--- config.mk ---
export PLATFORM = sky130hd
export DESIGN_NAME = alu_issue_flat
export DESIGN_NICKNAME = d
export VERILOG_FILES = /design/src/rtl/sm83_pkg.sv /design/src/rtl/alu_issue_if.sv /design/src/rtl/alu_issue.sv /design/src/flat_wrapper.sv
export SDC_FILE = /design/constraint.sdc
export NUM_CORES = 1
export LEC_CHECK = 0
export ABC_AREA = 1
export BUFFER_PORTS_ARGS = -buffer_cell sky130_fd_sc_hd__buf_2
export CAP_MARGIN = 25
export CORE_MARGIN = 4
export CORE_UTILIZATION = 44
export CTS_BUF_LIST = sky130_fd_sc_hd__clkbuf_8
export DETAILED_ROUTE_END_ITERATION = 6
export MAX_ROUTING_LAYER = met4
export PLACE_DENSITY = 0.83
export SYNTH_ARGS = -nofsm -noshare
export SYNTH_HDL_FRONTEND = slang
export SYNTH_SLANG_ARGS = --single-unit
export TNS_END_PERCENT = 100
--- constraint.sdc ---
create_clock -name clk -period 1.42 [get_ports clk]
set_input_delay 0.284 -clock clk [delete_from_list [all_inputs] [get_ports clk]]
set_output_delay 0.284 -clock clk [all_outputs]
set_load 0.01 [all_outputs]
--- src/rtl/sm83_pkg.sv ---
// Shared SM83 datapath types: register byte, flag nibble, ALU opcodes and ALU result.
package sm83_pkg;

    typedef logic [7:0] r8_t;

    typedef struct packed {
        logic z;
        logic n;
        logic h;
        logic c;
    } flags_t;

    typedef enum logic [4:0] {
        OP_NOP,
        OP_ADD,
        OP_ADC,
        OP_SUB,
        OP_SBC,
        OP_AND,
        OP_XOR,
        OP_OR,
        OP_CP,
        OP_INC,
        OP_DEC,
        OP_RLC,
        OP_RRC,
        OP_RL,
        OP_RR,
        OP_SLA,
        OP_SRA,
        OP_SWAP,
        OP_SRL,
        OP_BIT,
        OP_RES,
        OP_SET
    } alu_op_t;

    typedef logic [7:0] alu_res_t;

endpackage

--- src/rtl/alu_issue_if.sv ---
// Bundle of issue, register-file, memory and ALU signals around the ALU issue stage.
interface alu_issue_if;
    import sm83_pkg::*;

    logic         issue_valid;
    logic         issue_ready;
    alu_op_t      issue_op;
    logic [2:0]   issue_src;
    logic         issue_imm;
    logic [2:0]   issue_bit;
    logic [1:0]   issue_wb;
    logic [2:0]   rf_rd_sel;
    r8_t          rf_rd_data;
    r8_t          rf_a;
    flags_t       rf_f;
    logic         rf_wr_en;
    logic [2:0]   rf_wr_sel;
    r8_t          rf_wr_data;
    logic         f_wr_en;
    flags_t       f_wr_data;
    logic         mem_req;
    logic         mem_we;
    logic         mem_addr_sel;
    r8_t          mem_wdata;
    logic         mem_ack;
    r8_t          mem_rdata;
    r8_t          alu_op1;
    r8_t          alu_op2;
    alu_op_t      alu_op_o;
    flags_t       alu_in_flags;
    alu_res_t     alu_result;
    flags_t       alu_out_flags;
    logic         done;

    // The issue stage itself.
    modport master (
        input  issue_valid, issue_op, issue_src, issue_imm, issue_bit, issue_wb,
        input  rf_rd_data, rf_a, rf_f, mem_ack, mem_rdata, alu_result, alu_out_flags,
        output issue_ready, rf_rd_sel, rf_wr_en, rf_wr_sel, rf_wr_data, f_wr_en, f_wr_data,
        output mem_req, mem_we, mem_addr_sel, mem_wdata,
        output alu_op1, alu_op2, alu_op_o, alu_in_flags, done
    );

    // Decoder, register file, memory and ALU surrounding the stage.
    modport slave (
        output issue_valid, issue_op, issue_src, issue_imm, issue_bit, issue_wb,
        output rf_rd_data, rf_a, rf_f, mem_ack, mem_rdata, alu_result, alu_out_flags,
        input  issue_ready, rf_rd_sel, rf_wr_en, rf_wr_sel, rf_wr_data, f_wr_en, f_wr_data,
        input  mem_req, mem_we, mem_addr_sel, mem_wdata,
        input  alu_op1, alu_op2, alu_op_o, alu_in_flags, done
    );

endinterface

--- src/rtl/alu_issue.sv ---
// Issue stage in front of the SM83 ALU: gathers the operand (register, (HL) or immediate),
// runs the ALU for one cycle and writes result/flags back to the register file or (HL).
module alu_issue
    import sm83_pkg::*;
(
    input logic         clk,
    input logic         rst,
    alu_issue_if.master bus_io
);

    typedef enum logic [1:0] {StIdle, StFetch, StExec, StStore} state_e;

    state_e     state_q, state_d;
    alu_op_t    op_q;
    logic [2:0] src_q;
    logic [2:0] bit_q;
    logic       imm_q;
    logic [1:0] wb_q;
    r8_t        operand_q;
    r8_t        result_q;
    r8_t        op1_q;
    r8_t        op2_q;

    logic is_bitop;
    logic wb_store;
    logic wb_reg;
    r8_t  op1_exec;

    assign is_bitop = (op_q == OP_BIT) || (op_q == OP_RES) || (op_q == OP_SET);
    assign op1_exec = is_bitop ? {5'b0, bit_q} : bus_io.rf_a;
    // Writeback to "same location" only exists for register or (HL) sources, never immediates.
    assign wb_store = (op_q != OP_NOP) && (wb_q == 2'd2) && !imm_q && (src_q == 3'd6);
    assign wb_reg   = (op_q != OP_NOP) && (wb_q == 2'd2) && !imm_q && (src_q != 3'd6);

    always_ff @(posedge clk or posedge rst) begin
        if (rst) begin
            state_q <= StIdle;
        end else begin
            state_q <= state_d;
        end
    end

    always_comb begin
        state_d = state_q;
        unique case (state_q)
            StIdle: begin
                if (bus_io.issue_valid) begin
                    state_d = (bus_io.issue_imm || bus_io.issue_src == 3'd6) ? StFetch : StExec;
                end
            end
            StFetch: if (bus_io.mem_ack) state_d = StExec;
            StExec:  state_d = wb_store ? StStore : StIdle;
            StStore: if (bus_io.mem_ack) state_d = StIdle;
            default: state_d = StIdle;
        endcase
    end

    always_ff @(posedge clk or posedge rst) begin
        if (rst) begin
            op_q      <= OP_NOP;
            src_q     <= 3'd0;
            bit_q     <= 3'd0;
            imm_q     <= 1'b0;
            wb_q      <= 2'd0;
            operand_q <= 8'h00;
            result_q  <= 8'h00;
            op1_q     <= 8'h00;
            op2_q     <= 8'h00;
        end else begin
            if (state_q == StIdle && bus_io.issue_valid) begin
                op_q      <= bus_io.issue_op;
                src_q     <= bus_io.issue_src;
                bit_q     <= bus_io.issue_bit;
                imm_q     <= bus_io.issue_imm;
                wb_q      <= bus_io.issue_wb;
                operand_q <= (bus_io.issue_src == 3'd7) ? bus_io.rf_a : bus_io.rf_rd_data;
            end
            if (state_q == StFetch && bus_io.mem_ack) begin
                operand_q <= bus_io.mem_rdata;
            end
            if (state_q == StExec) begin
                op1_q <= op1_exec;
                op2_q <= operand_q;
                if (wb_store) begin
                    result_q <= bus_io.alu_result[7:0];
                end
            end
        end
    end

    always_comb begin
        bus_io.issue_ready  = 1'b0;
        bus_io.rf_rd_sel    = src_q;
        bus_io.rf_wr_en     = 1'b0;
        bus_io.rf_wr_sel    = 3'd0;
        bus_io.rf_wr_data   = 8'h00;
        bus_io.f_wr_en      = 1'b0;
        bus_io.f_wr_data    = '0;
        bus_io.mem_req      = 1'b0;
        bus_io.mem_we       = 1'b0;
        bus_io.mem_addr_sel = 1'b0;
        bus_io.mem_wdata    = 8'h00;
        bus_io.alu_op1      = op1_q;
        bus_io.alu_op2      = op2_q;
        bus_io.alu_op_o     = OP_NOP;
        bus_io.alu_in_flags = '0;
        bus_io.done         = 1'b0;
        unique case (state_q)
            StIdle: begin
                bus_io.issue_ready = 1'b1;
                // Steer the read port at the incoming source so the operand latches on accept.
                if (bus_io.issue_valid) bus_io.rf_rd_sel = bus_io.issue_src;
            end
            StFetch: begin
                bus_io.mem_req      = 1'b1;
                bus_io.mem_addr_sel = imm_q;
            end
            StExec: begin
                bus_io.alu_op_o     = op_q;
                bus_io.alu_in_flags = bus_io.rf_f;
                bus_io.alu_op1      = op1_exec;
                bus_io.alu_op2      = operand_q;
                if (op_q != OP_NOP) begin
                    bus_io.f_wr_en   = 1'b1;
                    bus_io.f_wr_data = bus_io.alu_out_flags;
                end
                if (op_q != OP_NOP && wb_q == 2'd1) begin
                    bus_io.rf_wr_en   = 1'b1;
                    bus_io.rf_wr_sel  = 3'd7;
                    bus_io.rf_wr_data = bus_io.alu_result[7:0];
                end else if (wb_reg) begin
                    bus_io.rf_wr_en   = 1'b1;
                    bus_io.rf_wr_sel  = src_q;
                    bus_io.rf_wr_data = bus_io.alu_result[7:0];
                end
                bus_io.done = !wb_store;
            end
            StStore: begin
                bus_io.mem_req   = 1'b1;
                bus_io.mem_we    = 1'b1;
                bus_io.mem_wdata = result_q;
                bus_io.done      = bus_io.mem_ack;
            end
            default: begin
                bus_io.issue_ready = 1'b0;
            end
        endcase
    end

endmodule

--- src/flat_wrapper.sv ---
// flat-port wrapper written by rule: the top's interface ports become plain ports
module alu_issue_flat import sm83_pkg::*;
  (clk, rst, bus_io_issue_valid, bus_io_issue_op, bus_io_issue_src, bus_io_issue_imm, bus_io_issue_bit, bus_io_issue_wb, bus_io_rf_rd_data, bus_io_rf_a, bus_io_rf_f, bus_io_mem_ack, bus_io_mem_rdata, bus_io_alu_result, bus_io_alu_out_flags, bus_io_issue_ready, bus_io_rf_rd_sel, bus_io_rf_wr_en, bus_io_rf_wr_sel, bus_io_rf_wr_data, bus_io_f_wr_en, bus_io_f_wr_data, bus_io_mem_req, bus_io_mem_we, bus_io_mem_addr_sel, bus_io_mem_wdata, bus_io_alu_op1, bus_io_alu_op2, bus_io_alu_op_o, bus_io_alu_in_flags, bus_io_done);
  alu_issue_if bus_io_i ();
  input logic clk;
  input logic rst;
  input wire logic [$bits(bus_io_i.issue_valid)-1:0] bus_io_issue_valid;
  input wire logic [$bits(bus_io_i.issue_op)-1:0] bus_io_issue_op;
  input wire logic [$bits(bus_io_i.issue_src)-1:0] bus_io_issue_src;
  input wire logic [$bits(bus_io_i.issue_imm)-1:0] bus_io_issue_imm;
  input wire logic [$bits(bus_io_i.issue_bit)-1:0] bus_io_issue_bit;
  input wire logic [$bits(bus_io_i.issue_wb)-1:0] bus_io_issue_wb;
  input wire logic [$bits(bus_io_i.rf_rd_data)-1:0] bus_io_rf_rd_data;
  input wire logic [$bits(bus_io_i.rf_a)-1:0] bus_io_rf_a;
  input wire logic [$bits(bus_io_i.rf_f)-1:0] bus_io_rf_f;
  input wire logic [$bits(bus_io_i.mem_ack)-1:0] bus_io_mem_ack;
  input wire logic [$bits(bus_io_i.mem_rdata)-1:0] bus_io_mem_rdata;
  input wire logic [$bits(bus_io_i.alu_result)-1:0] bus_io_alu_result;
  input wire logic [$bits(bus_io_i.alu_out_flags)-1:0] bus_io_alu_out_flags;
  output wire logic [$bits(bus_io_i.issue_ready)-1:0] bus_io_issue_ready;
  output wire logic [$bits(bus_io_i.rf_rd_sel)-1:0] bus_io_rf_rd_sel;
  output wire logic [$bits(bus_io_i.rf_wr_en)-1:0] bus_io_rf_wr_en;
  output wire logic [$bits(bus_io_i.rf_wr_sel)-1:0] bus_io_rf_wr_sel;
  output wire logic [$bits(bus_io_i.rf_wr_data)-1:0] bus_io_rf_wr_data;
  output wire logic [$bits(bus_io_i.f_wr_en)-1:0] bus_io_f_wr_en;
  output wire logic [$bits(bus_io_i.f_wr_data)-1:0] bus_io_f_wr_data;
  output wire logic [$bits(bus_io_i.mem_req)-1:0] bus_io_mem_req;
  output wire logic [$bits(bus_io_i.mem_we)-1:0] bus_io_mem_we;
  output wire logic [$bits(bus_io_i.mem_addr_sel)-1:0] bus_io_mem_addr_sel;
  output wire logic [$bits(bus_io_i.mem_wdata)-1:0] bus_io_mem_wdata;
  output wire logic [$bits(bus_io_i.alu_op1)-1:0] bus_io_alu_op1;
  output wire logic [$bits(bus_io_i.alu_op2)-1:0] bus_io_alu_op2;
  output wire logic [$bits(bus_io_i.alu_op_o)-1:0] bus_io_alu_op_o;
  output wire logic [$bits(bus_io_i.alu_in_flags)-1:0] bus_io_alu_in_flags;
  output wire logic [$bits(bus_io_i.done)-1:0] bus_io_done;
  assign bus_io_i.issue_valid = bus_io_issue_valid;
  assign bus_io_i.issue_op = bus_io_issue_op;
  assign bus_io_i.issue_src = bus_io_issue_src;
  assign bus_io_i.issue_imm = bus_io_issue_imm;
  assign bus_io_i.issue_bit = bus_io_issue_bit;
  assign bus_io_i.issue_wb = bus_io_issue_wb;
  assign bus_io_i.rf_rd_data = bus_io_rf_rd_data;
  assign bus_io_i.rf_a = bus_io_rf_a;
  assign bus_io_i.rf_f = bus_io_rf_f;
  assign bus_io_i.mem_ack = bus_io_mem_ack;
  assign bus_io_i.mem_rdata = bus_io_mem_rdata;
  assign bus_io_i.alu_result = bus_io_alu_result;
  assign bus_io_i.alu_out_flags = bus_io_alu_out_flags;
  assign bus_io_issue_ready = bus_io_i.issue_ready;
  assign bus_io_rf_rd_sel = bus_io_i.rf_rd_sel;
  assign bus_io_rf_wr_en = bus_io_i.rf_wr_en;
  assign bus_io_rf_wr_sel = bus_io_i.rf_wr_sel;
  assign bus_io_rf_wr_data = bus_io_i.rf_wr_data;
  assign bus_io_f_wr_en = bus_io_i.f_wr_en;
  assign bus_io_f_wr_data = bus_io_i.f_wr_data;
  assign bus_io_mem_req = bus_io_i.mem_req;
  assign bus_io_mem_we = bus_io_i.mem_we;
  assign bus_io_mem_addr_sel = bus_io_i.mem_addr_sel;
  assign bus_io_mem_wdata = bus_io_i.mem_wdata;
  assign bus_io_alu_op1 = bus_io_i.alu_op1;
  assign bus_io_alu_op2 = bus_io_i.alu_op2;
  assign bus_io_alu_op_o = bus_io_i.alu_op_o;
  assign bus_io_alu_in_flags = bus_io_i.alu_in_flags;
  assign bus_io_done = bus_io_i.done;
  alu_issue u_core (.clk(clk), .rst(rst), .bus_io(bus_io_i));
endmodule
==> results by group, run 1 <==
Synth
  • Mux share of post-synthesis cell area: 0.0213
  • FF+latch count, synth: 48
  • Post-Synth Adder-Cell Area: 0
  • Seq/Total Area, Yosys: 0.454
  • Post-synthesis cell type count: 23
  • Mapped Cells: 358
  • Yosys warnings: 0
  • Post-Syn Area: 2650 um^2
  • Post-Syn Area per Cell: 7.39 um^2
  • Post-Synth XOR/XNOR Area: 0
  • Synth Area in Simple Gates: 0.315
  • Main combinational cell family by area after synthesis: simple AND/OR/NAND/NOR gates
  • Compound-Gate Fraction of Synth Area: 0.0908
  • Syn_nets: 416

Route
  • Via density: 5.25
  • WL/cell: 15.9 um
  • Vias post-DR: 3233
  • Drt first pass iters: 4
  • DRT iter0 DRCs: 324
  • Routed wire length: 9.79 mm
  • Antenna viol nets, final: 0
  • DRC: 0

Setup path
  • CP arrival: 1.56 ns
  • CP max-delay cell: dfrtp_2
  • Crit Path Class: flip-flop to output port
  • CP Cell Sequence: nor2_8 > buf_12 > buf_16 > buf_12 > nand2_4 > nand2_4 > buf_6
  • Crit path capture type: output port
  • Nature of the critical path startpoint: flip-flop
  • Critical Path Fanout Max: 4
  • Worst path top cell family by delay: flip-flops
  • Worst EP required: 1.14 ns
  • CP bufs+invs: 4
  • Worst path max stage delay: 0.48 ns

STA
  • Period minus WS final: 1.85 ns
  • Skew final: 0.0105 ns
  • Setup ws final: -0.426 ns
  • Hold Violations, Final: 0
  • Setup Viol. Count Final: 81
  • Max frequency: 0.542 GHz
  • Slew Limit Fails: 0
  • Normalized max-slew margin: 0.647
  • Final worst-path cycle share: 1.30
  • RSZ-0062 raised after global routing: yes
  • Worst Tran Pin Value: 0.529 ns
  • Fin Hold WS: 0.00494 ns

Power and ir drop
  • Switching power: 4.30 mW
  • Internal power: 5.88 mW
  • Clock power share: 0.086
  • Comb pwr share: 0.671
  • Power density cells: 2220 nW/um^2
  • Leak: 2.57 nW
  • Seq pwr share: 0.243
  • Switch share: 0.422
  • Worst ir drop on vdd: 1340 uV

Floorplanning
  • Die width: 85.5 um
  • Core ar.: 5680 um^2
  • Starting density of the core: 0.466
  • Die Area: 7320 um^2
  • Die Span Y: 85.5 um
  • IO Pins: 116
  • Row count: 27

Finish
  • Most common cell after layout, fill and taps aside: buf_2
  • Synth-to-layout area growth: 73.3%
  • Utilization after layout: 0.808
  • Share of cells above drive strength 1: 0.529
  • Layout net count: 601
  • Most frequent cells in the layout: 99 x buf_2, 75 x nand2_1, 47 x buf_4, 47 x dfrtp_1, 44 x inv_1
  • Diodes inserted: 0

Global routing
  • Vias in the first global route: 3116
  • GR Util All Layers: 0.243
  • First-pass GRT wire length: 14.0 mm
  • Total grt overflow: 0
  • Initial antenna violation count: 0
  • Largest net degree at the start of global routing: 22

CTS
  • Cell at the root of the clock tree: clkbuf_8
  • Cts bufs inserted: 5
  • Clock Tree Buf Depth: 2
  • Htree depth: 2
  • Later-pin clock latency in the skew report: 0.31 ns
  • Clock transition at the registers of the reported paths: 0.10 ns
  • CTS tree: yes
  • Clock sink count: 48

Run status
  • Failing checks: setup timing
  • Status: complete, but fails checks

Placed design
  • Port buffer count: 115
  • Final GP Congestion: 0.850
  • DP HPWL: 5.85 mm

Min path
  • Worst Hold Class: input pin to async pin

Job
  • Max-cap violation count: 0
==> synth_stat cells <==
cell type,n,area (um^2)
nand2_1,115,432
nor2_1,38,143
nand3_2,1,10.0
o211ai_1,8,60.1
buf_4,1,7.51
nand4_2,1,12.5
buf_2,5,25.0
nand2_2,1,6.26
a21oi_2,2,17.5
a21oi_1,19,95.1
nor2_8,1,20.0
o21ai_1,1,5.00
o22ai_1,2,12.5
nor2_4,2,22.5
o21ai_0,10,50.1
clkbuf_1,4,15.0
inv_1,49,184
nand3_1,25,125
mux2_2,5,56.3
dfrtp_1,48,1200
inv_2,4,15.0
nand4_1,10,62.6
buf_6,6,67.6
==> routing by layer <==
| metal | track usage | wire (um) | up-vias |
|---|---|---|---|
| met5 | - | 0 | - |
| met3 | 0.0461 | 580 | 48 |
| li1 | - | - | 1492 |
| met1 | 0.279 | 3740 | 1537 |
| met4 | 0.104 | 366 | 0 |
| met2 | 0.416 | 5100 | 156 |
==> stage by stage <==
step                TNS [ns]  instances  power [mW]  setup slack [ns]  cell area [um^2]
floorplan             -0.250        358        4.71           -0.0278              2650
global placement       -1.47        567        6.34            -0.106              3550
detailed placement     -3.52        567        6.48            -0.144              3550
CTS                   -17.98        608        9.15            -0.367              4280
global route          -29.22        616        10.8            -0.478              4580
finish                -23.98        616        10.2            -0.426              4580
==> flip-flops by register name (all words and copies together) (netlist names) <==
register,cells
u_core.result_q,8
u_core.op2_q,8
u_core.wb_q,2
u_core.bit_q,3
u_core.imm_q,1
u_core.op1_q,8
u_core.op_q,5
u_core.src_q,3
u_core.operand_q,8
u_core.state_q,2
==> power by group through the flow <==
stage | Clock, mW | Combinational, mW | Sequential (mW)
final | 0.871 | 6.83 | 2.48
after detailed placement | 0 | 4.13 | 2.35
after global routing | 0.930 | 7.33 | 2.53
after global placement | 0 | 4.02 | 2.31
after CTS | 0.874 | 5.89 | 2.38
after floorplan | 0 | 2.45 | 2.26
==> layout make-up <==
type | instances | area (um^2)
Clock inverter | 2 | 15.0
Fill cell | 358 | 1090
Multi-Input combinational cell | 241 | 1450
Clock buffer | 6 | 82.6
Inverter | 53 | 218
Sequential cell | 48 | 1200
Tap cell | 72 | 90.1
Timing Repair Buffer | 194 | 1530
==> repair_timing <==
item / in CTS / in global routing
buffers inserted: 31 / 11
hold buffers: 0 / 0
hold endpoints to repair: 0 / 0
setup endpoints to repair: 70 / 85
pin swaps: 25 / 24
resized for setup: 91 / 52
cloned: 4 / 1
==> cells by family after synthesis <==
group | after synthesis
compound gates | 42
simple gates | 194
buf+inv | 69
mux | 5
flops | 48
==> worst reg2reg max path, delay by kind of cell, from the launching register on <==
| family | cells | cell delay, ns |
|---|---|---|
| buffers and inverters | 7 | 0.84 |
| and+or+nand+nor | 3 | 0.36 |
| DFF | 1 | 0.48 |
==> path summary, 6_finish.rpt <==
kind | startpoint | end | slack [ns] | cells past startpoint
setup reg to reg | u_core.state_q[0] | u_core.op2_q[1] | -0.35 | 10
max in group asynchronous | rst | u_core.state_q[0] | 0.89 | 3
hold / removal | rst | u_core.operand_q[5] | 0.005 | 2
min in group clk | bus_io_mem_rdata[4] | u_core.operand_q[4] | 0.21 | 3
hold reg to reg | u_core.op1_q[7] | u_core.op1_q[7] | 0.49 | 2
setup / recovery | u_core.state_q[0] | bus_io_alu_op2[3] | -0.43 | 7
(Power assumes the default switching activity.)
==> inputs of run 2 (changes only) <==
==> constraint.sdc (replaced) <==
create_clock -name clk -period 1.42 [get_ports clk]
set_input_delay 0.071 -clock clk [delete_from_list [all_inputs] [get_ports clk]]
set_output_delay 0.071 -clock clk [all_outputs]
set_load 0.01 [all_outputs]
==> run 2 against run 1 <==
  * The run ends with hold timing, setup timing left
  * Sequential power rose by 3%
  * Routed wire length rose by 13%
  * Clock skew barely moved
  * Flip-flop and latch count did not move
  * Combinational power rose by 1%
  * Via count rose by 2.1%
  * Global-route usage fell by 0.19 points
  * Critical path depth did not move
  * Die area did not move
  * Utilization rose by 3.4 points
==> results by group, run 2 (same netlist as run 1, synthesis figures left out) <==
Run status
  • Status: complete, but fails checks
  • Failing checks: hold timing, setup timing

Route
  • Met3 wire length: 924 um
  • Routed wl met2: 5.63 mm
  • Antenna viol nets, final: 0
  • WL/cell: 18.4 um
  • M1 wire length: 3.96 mm
  • DRT iter0 DRCs: 472
  • Drt first pass iters: 5
  • DRC: 0
  • Vias post-DR: 3301
  • Via density: 5.52
  • Routed wire length: 11.0 mm
  • Top sig layer: met4

STA
  • Hold Violations, Final: 1
  • Worst Tran Pin Value: 0.468 ns
  • Slew Limit Fails: 0
  • Final setup TNS: -8.98 ns
  • Period minus WS final: 1.68 ns
  • RSZ-0062 raised after global routing: yes
  • Setup Viol. Count Final: 57
  • Final worst-path cycle share: 1.18
  • Max frequency: 0.597 GHz
  • Fin Hold WS: -0.00202 ns
  • Setup ws final: -0.255 ns
  • Skew final: 0.0103 ns
  • Normalized max-slew margin: 0.688

Setup path
  • CP bufs+invs: 3
  • Crit. path cell count: 7
  • CP Cell Sequence: inv_2 > nand2_2 > nor2_4 > buf_6 > nand4_1 > a21oi_2 > buf_2
  • Nature of the critical path startpoint: flip-flop
  • CP arrival: 1.60 ns
  • Setup crit end: bus_io_rf_wr_data[7]
  • CP max-delay cell: dfrtp_1
  • Worst path max stage delay: 0.38 ns
  • Launch point of the critical path: u_core.wb_q[0]
  • Worst EP required: 1.35 ns
  • Crit path capture type: output port
  • Worst r2r src: u_core.op_q[3]
  • Reg2reg end: u_core.result_q[5]
  • Crit Path Class: flip-flop to output port
  • Critical Path Fanout Max: 5
  • Worst path top cell family by delay: flip-flops
  • R2r setup slk: -0.09 ns
  • Reg2reg path depth: 8

Floorplanning
  • Core ar.: 5680 um^2
  • Starting density of the core: 0.466
  • Die Area: 7320 um^2
  • Row count: 27
  • IO Pins: 116
  • Die width: 85.5 um
  • Die Span Y: 85.5 um

Finish
  • Fill cells: 286
  • Layout net count: 582
  • Share of cells above drive strength 1: 0.598
  • Design area: 4780 um^2
  • Synth-to-layout area growth: 80.6%
  • Most common cell after layout, fill and taps aside: buf_2
  • Most frequent cells in the layout: 94 x buf_2, 60 x nand2_1, 47 x dfrtp_1

CTS
  • Cell at the root of the clock tree: clkbuf_8
  • Clock sink count: 48
  • Later-pin clock latency in the skew report: 0.31 ns
  • Htree depth: 2
  • Cts bufs inserted: 5
  • Clock Tree Buf Depth: 2
  • CTS tree: yes
  • Clock transition at the registers of the reported paths: 0.10 ns

Global routing
  • Total grt overflow: 0
  • Initial antenna violation count: 1
  • Vias in the first global route: 3025
  • First-pass GRT wire length: 13.8 mm
  • GR Util All Layers: 0.242
  • Largest net degree at the start of global routing: 22

Power and ir drop
  • Leak: 2.51 nW
  • Power density cells: 2210 nW/um^2
  • Worst ir drop on vdd: 1450 uV

Placed design
  • Post-placement cell area: 3300 um^2
  • DP HPWL: 5.62 mm
  • Pre-CTS setup slack: -0.107 ns
  • Port buffer count: 115
  • Final GP Congestion: 0.901

Min path
  • Worst Hold Class: input pin to flip-flop
  • Hold Crit Start: bus_io_mem_rdata[5]

Job
  • Max-cap violation count: 0
## run 2: cell count changes in the layout (fill, tap and decap cells not counted), moves of 5 or more
cell / delta
nor2_1: -19
nand2_4: +7
buf_4: -20
nand2_1: -15
dlygate4sd3_1: +6
buf_2: -5
nor2_2: +5
a21oi_1: -11
nor2_4: +14
a21oi_2: +11
nand2_2: +5
## run 2: power breakdown
group | switching (mW) | leakage (nW) | internal [mW]
logic | 3.77 | 1.89 | 3.15
clock network | 0.504 | 0.0614 | 0.577
registers | 0.540 | 0.557 | 2.01
total | 4.82 | 2.51 | 5.74
## run 2: area by class of cell
| cell class | instances | area [um^2] | share of cell area |
|---|---|---|---|
| tap | 72 | 90.1 | 0.0189 |
| multi-input combinational | 241 | 1740 | 0.364 |
| inverter | 53 | 240 | 0.0503 |
| timing repair buffer | 171 | 1320 | 0.277 |
| clock inverter | 2 | 38.8 | 0.00812 |
| clock buffer | 6 | 82.6 | 0.0173 |
| timing repair inverter | 4 | 58.8 | 0.0123 |
| sequential | 48 | 1200 | 0.252 |
| antenna | 1 | 2.50 | 0.000524 |
## run 2: worst min path at each step
stage | end | slack, ns | cells after the start
5_1_grt | u_core.operand_q[5] | -0.006 | 3
2_1_floorplan | u_core.operand_q[0] | 0.21 | 2
4_1_cts | u_core.op_q[4] | 0.008 | 3
3_3_place_gp | u_core.op2_q[1] | 0.09 | 2
3_5_place_dp | u_core.op2_q[1] | 0.11 | 2
6_report | u_core.operand_q[5] | -0.002 | 3
## run 2: worst register-to-register path, cell delays in order, from the launching register on
cell and delay (ns):
dfrtp_1 0.42, nor2_4 0.17, nand3_4 0.15, nand2_2 0.16, nor2_4 0.07, buf_4 0.13
buf_4 0.15, nand3_1 0.07, nand2_1 0.07
## run 2: layer usage
metal  vias to the layer above  GRT usage
li1                       1458          -
met1                      1560      0.278
met2                       229      0.407
met3                        54     0.0451
met4                         0      0.112
met5                         -          -
## run 2: timing repair
item	CTS	global route
hold endpoints to repair	24	0
setup endpoints to repair	63	83
hold buffers	6	0
gates resized for setup	89	153
cloned	4	7
pin swaps	29	33
setup buffers	19	13
## run 2: per-stage QoR
stage / total power, mW / std cells / hold WS (ns) / util
global placement: 5.80 / 543 / 0.0926 / 0.582
finish: 10.6 / 598 / -0.00202 / 0.842
global route: 11.1 / 598 / -0.00604 / 0.842
detailed placement: 5.94 / 543 / 0.106 / 0.582
floorplan: 4.70 / 358 / 0.209 / -
CTS: 8.37 / 580 / 0.00800 / 0.702
